--- src/rtl/timer_datapath.sv ---
`default_nettype none
//==============================================================================
// Module      : timer_datapath
// Description : BCD mm:ss countdown datapath with one-second prescaler,
//               preset clamping, completion flag and finish flasher.
// Revision    : 1.0 - initial release
//==============================================================================
module timer_datapath #(
   parameter int TICKS_PER_SEC = 50000000
) (
   input  logic       clk,
   input  logic       rst,
   input  logic [2:0] state,
   input  logic [7:0] sw,
   output logic [7:0] sec,
   output logic [7:0] min,
   output logic       cntfin,
   output logic [9:0] ledr
);

   localparam int unsigned      c_PW        = $clog2(TICKS_PER_SEC);
   localparam logic [c_PW-1:0]  c_TERM      = c_PW'(TICKS_PER_SEC - 1);

   localparam logic [2:0]       c_ST_SETSEC = 3'd0;
   localparam logic [2:0]       c_ST_SETMIN = 3'd1;
   localparam logic [2:0]       c_ST_STOP   = 3'd2;
   localparam logic [2:0]       c_ST_START  = 3'd3;
   localparam logic [2:0]       c_ST_FINISH = 3'd4;
   localparam logic [2:0]       c_ST_RESET  = 3'd5;

   logic [c_PW-1:0] r_presc;
   logic            r_flash;

   logic            w_run;
   logic            w_tick;
   logic            w_zero;
   logic [c_PW-1:0] w_presc_nxt;
   logic [7:0]      w_sec_dec;
   logic [7:0]      w_min_dec;
   logic [7:0]      w_sec_clamp;
   logic [7:0]      w_min_clamp;

   assign w_run       = (state == c_ST_START) || (state == c_ST_FINISH);
   assign w_tick      = w_run && (r_presc == c_TERM);
   assign w_presc_nxt = (r_presc == c_TERM) ? '0 : r_presc + 1'b1;
   assign w_zero      = (sec == 8'h00) && (min == 8'h00);

   // Seconds tens never exceed 5; every other digit never exceeds 9.
   assign w_sec_clamp[7:4] = (sw[7:4] > 4'd5) ? 4'd5 : sw[7:4];
   assign w_sec_clamp[3:0] = (sw[3:0] > 4'd9) ? 4'd9 : sw[3:0];
   assign w_min_clamp[7:4] = (sw[7:4] > 4'd9) ? 4'd9 : sw[7:4];
   assign w_min_clamp[3:0] = (sw[3:0] > 4'd9) ? 4'd9 : sw[3:0];

   assign ledr = {10{r_flash}};

   // One-second BCD decrement with borrow chain; only used when time is nonzero.
   always_comb begin
      w_sec_dec = sec;
      w_min_dec = min;
      if (sec[3:0] != 4'd0) begin
         w_sec_dec[3:0] = sec[3:0] - 4'd1;
      end else begin
         w_sec_dec[3:0] = 4'd9;
         if (sec[7:4] != 4'd0) begin
            w_sec_dec[7:4] = sec[7:4] - 4'd1;
         end else begin
            w_sec_dec[7:4] = 4'd5;
            if (min[3:0] != 4'd0) begin
               w_min_dec[3:0] = min[3:0] - 4'd1;
            end else begin
               w_min_dec[3:0] = 4'd9;
               w_min_dec[7:4] = min[7:4] - 4'd1;
            end
         end
      end
   end

   always_ff @(posedge clk) begin
      if (rst) begin
         sec     <= 8'h00;
         min     <= 8'h00;
         cntfin  <= 1'b0;
         r_flash <= 1'b0;
         r_presc <= '0;
      end else begin
         // Completion flag looks at the time as it stood before this edge.
         cntfin <= w_run && w_zero;
         case (state)
            c_ST_RESET: begin
               sec     <= 8'h00;
               min     <= 8'h00;
               r_flash <= 1'b0;
               r_presc <= '0;
            end
            c_ST_SETSEC: begin
               sec     <= w_sec_clamp;
               r_flash <= 1'b0;
               r_presc <= '0;
            end
            c_ST_SETMIN: begin
               min     <= w_min_clamp;
               r_flash <= 1'b0;
               r_presc <= '0;
            end
            c_ST_STOP: begin
               r_flash <= 1'b0;
            end
            c_ST_START: begin
               r_flash <= 1'b0;
               r_presc <= w_presc_nxt;
               if (w_tick && !w_zero) begin
                  sec <= w_sec_dec;
                  min <= w_min_dec;
               end
            end
            c_ST_FINISH: begin
               r_presc <= w_presc_nxt;
               if (w_tick) begin
                  r_flash <= ~r_flash;
               end
            end
            default: begin
               // Undefined codes freeze the datapath.
            end
         endcase
      end
   end

endmodule
`default_nettype wire

--- config.mk ---
export PLATFORM = sky130hd
export DESIGN_NAME = timer_datapath
export DESIGN_NICKNAME = d
export VERILOG_FILES = /design/src/rtl/timer_datapath.sv
export SDC_FILE = /design/constraint.sdc
export NUM_CORES = 1
export LEC_CHECK = 0
export ABC_AREA = 1
export CELL_PAD_IN_SITES_DETAIL_PLACEMENT = 0
export CELL_PAD_IN_SITES_GLOBAL_PLACEMENT = 1
export CORE_UTILIZATION = 35
export DETAILED_ROUTE_END_ITERATION = 7
export PLACE_DENSITY = 0.84
export SYNTH_ARGS = -nofsm -noshare
export SYNTH_HDL_FRONTEND = slang
export SYNTH_SLANG_ARGS = --single-unit
--- constraint.sdc ---
create_clock -name clk -period 1.55 [get_ports clk]
set_clock_uncertainty 0.05 [all_clocks]
set_input_delay 0.155 -clock clk [delete_from_list [all_inputs] [get_ports clk]]
set_output_delay 0.155 -clock clk [all_outputs]
set_load 0.02 [all_outputs]
==> results.sh, run 1 <==
export IMPL_synth_simple_area_share=0.391
export IMPL_postRouteAntennaNets=0
export IMPL_clk_latency_ns=0.30
export IMPL_avgViaCountPerCell=4.83
export IMPL_post_route_period_util=1.07
export IMPL_avgSynthCellArea_um2=6.33
export IMPL_flow_area_growth_from_synthesis_pct=55.9
export IMPL_max_slew_margin=0.726
export IMPL_cp_max_fo=7
export IMPL_synth_xor_area_share=0.0205
export IMPL_wire_per_inst_um=12.6
export IMPL_r2r_start="r_presc[0]"
export IMPL_num_rows=33
export IMPL_io_pins=40
export IMPL_cts_tree="done"
export IMPL_synthCells=473
export IMPL_dieArea_um2=8920
export IMPL_critical_path_class="reg2reg"
export IMPL_outcome="finished, violations left"
export IMPL_drt_pre_antenna_iters=4
export IMPL_synthAdderAreaFrac=0.0251
export IMPL_multi_input_comb_area_um2=2100
export IMPL_yosysMostFrequentCell="nand2_1"
export IMPL_grt_max_degree=19
export IMPL_synth_mux_area_fraction=0
export IMPL_finalPower_w=0.00284
export IMPL_dp_hpwl_um=6670
export IMPL_seqCellArea_um2=903
export IMPL_initial_core_util=0.362
export IMPL_cp_startpoint="r_presc[0]"
export IMPL_clk_pin_slew_ns=0.09
export IMPL_numCtsBuffers=5
export IMPL_die_width_um=94.5
export IMPL_grt_overflow=0
export IMPL_clock_sinks=44
export IMPL_drcViolationCount=0
export IMPL_crit_required_ns=1.67
export IMPL_drive_gt1_frac=0.354
export IMPL_ctsHtreeMaxLevel=2
export IMPL_track_usage=0.206
export IMPL_yosys_warnings=0
export IMPL_power_density_nw_per_um2=610
export IMPL_drv_slew=0
export IMPL_synth_area_um2=2990
export IMPL_synth_top_family_by_area="simple AND/OR/NAND/NOR gates"
export IMPL_drtIter0Drc=77
export IMPL_port_buffers=39
export IMPL_violations="setup timing"
export IMPL_cp_end_kind="flop"
export IMPL_ys_ff_latch=44
export IMPL_synth_cell_types=40
export IMPL_ys_top_cells_by_area="dfxtp_1 29%, nand2_1 16%, inv_1 7.7%"
export IMPL_antenna_found_initial=0
export IMPL_hold_violations=0
export IMPL_cap_violations=0
export IMPL_min_from="r_presc[13]"
export IMPL_cts_root_buf="clkbuf_8"
export IMPL_yosysTopAreaCell="dfxtp_1"
export IMPL_synthDominantCellAreaShare=0.294
export IMPL_start_kind="flop"
export IMPL_cts_max_path_buffers=2
export IMPL_postCtsHoldBufs=0
export IMPL_coreArea_um2=8260
export IMPL_antenna_cells=0
export IMPL_final_setup_worst_slack_ns=-0.111
export IMPL_cp_arrival_ns=1.78
export IMPL_synth_compound_area_frac=0.139
export IMPL_peakVddDrop_mv=0.335
export IMPL_ys_flop_type="dfxtp_1"
export IMPL_nets=620
export IMPL_fmaxAchievable_ghz=0.602
export IMPL_grt_pass1_wl_um=14600
export IMPL_grt_pass1_vias=3338
export IMPL_p_leak_nw=2.08
export IMPL_vias=3418
export IMPL_syn_nets=492
export IMPL_n_fill_cell=810
export IMPL_die_h_um=94.5
export IMPL_netlist_top_cells_count="129 x nand2_1, 61 x inv_1, 54 x nor2_1"
export IMPL_rsz0062_at_grt="yes"
export IMPL_hp_class="reg2reg"
export IMPL_fin_util=0.565
export IMPL_ys_async_sr_fraction=0
export IMPL_synth_edf_count=0
export IMPL_ys_seq_area_frac=0.294
export IMPL_gp_congestion=0.832
export IMPL_dp_slack_ns=-0.353
export IMPL_setup_viol=36
export IMPL_worst_pin_slew_ns=0.407
export IMPL_routed_wl_um=8890
export IMPL_period_minus_slack_ns=1.66
critical path: stages (launching register included):
cell and delay (ns):
dfxtp_2 0.36, ha_4 0.15, nand3_4 0.08, inv_2 0.07, nand2_2 0.06, nor2_4 0.15
buf_6 0.13, a21boi_4 0.05, buf_12 0.14, o21ai_2 0.12, buf_6 0.14, nor3_1 0.04
cell usage in the layout (no fill, tap or decap), types with 3 or more instances in the layout:
master / netlist / routed
a21oi_1: 33 / 20
a21oi_2: 1 / 14
buf_4: 10 / 91
buf_6: 1 / 6
clkbuf_8: 1 / 5
clkdlybuf4s50_1: 0 / 17
dfxtp_1: 44 / 32
dfxtp_2: 0 / 9
dfxtp_4: 0 / 3
dlygate4sd2_1: 0 / 18
dlymetal6s2s_1: 0 / 4
ha_4: 0 / 4
inv_1: 61 / 53
inv_2: 2 / 10
nand2_1: 129 / 115
nand2_2: 5 / 17
nand2_4: 2 / 3
nand3_1: 31 / 15
nand3_2: 3 / 11
nand3_4: 0 / 8
nand4_1: 10 / 10
nor2_1: 54 / 48
nor2_2: 1 / 6
nor2_4: 4 / 5
nor3_1: 14 / 12
nor4_1: 3 / 3
o21ai_0: 18 / 17
o21ai_1: 5 / 4
o21ai_2: 1 / 3
o22ai_1: 6 / 3
o22ai_2: 0 / 3
xnor2_1: 3 / 3
xor2_1: 4 / 4
power by group:
part	total, W	internal (W)	switching, W
Sequential	0.00119	0.00116	0.0000244
Combinational	0.000770	0.000347	0.000424
Clock	0.000887	0.000479	0.000408
Total	0.00284	0.00199	0.000856
cells by family (layout without fill, tap and decap cells):
family	after synthesis	in the layout
and+or+nand+nor	260	261
adders and majority gates	6	6
DFF	44	44
buffers and inverters	83	211
xor gates and xnor gates	7	7
AOI/OAI and AO/OA	73	73
flip-flops by register name, indices dropped and copies added (netlist names):
name / count
r_presc: 26
cntfin: 1
r_flash: 1
sec: 8
min: 8
worst paths after layout:
| path | to | depth (start not counted) | slack (ns) |
|---|---|---|---|
| worst min-delay path | r_presc[13] | 2 | 0.46 |
| worst max register to register | r_presc[3] | 11 | -0.11 |
| worst min register to register | r_presc[13] | 2 | 0.46 |
| worst max-delay path | r_presc[3] | 11 | -0.11 |
routing by layer:
| metal | wire, µm | global-route usage |
|---|---|---|
| met1 | 3860 | 0.235 |
| met2 | 4600 | 0.388 |
| met3 | 207 | 0.0322 |
| met4 | 221 | 0.0644 |
| met5 | 0 | 0 |
cell type report:
type | instances | area share
clock buffers | 6 | 0.0156
clock inverters | 2 | 0.00751
inverters | 64 | 0.0520
multi-input cells | 347 | 0.449
flip-flops and latches | 44 | 0.194
well taps | 105 | 0.0282
repair buffers | 139 | 0.254
through the flow:
stage               TNS (ns)  hold slack, ns  cell area, µm²  cells
floorplan           -0.00319           0.308            3040    473
global placement       -9.72           0.451            4120    692
detailed placement    -11.00           0.454            4120    692
CTS                    -1.14           0.455            4320    703
global route           -5.22           0.498            4660    707
finish                 -1.82           0.463            4660    707
repair_timing:
item / CTS / global route
setup buffers: 2 / 6
resized for setup: 41 / 73
pin swaps: 6 / 23
endpoints found under the setup margin: 57 / 43
gates cloned: 1 / 0
Power figures use the tool's default switching activity.
==> run 2, diff against run 1 <==
- CTS_CLUSTER_SIZE: default -> 40
- GPL_ROUTABILITY_DRIVEN: default -> 0
==> results of run 2 <==
No change in the layout: final DEF, timing and power equal those of run 1.
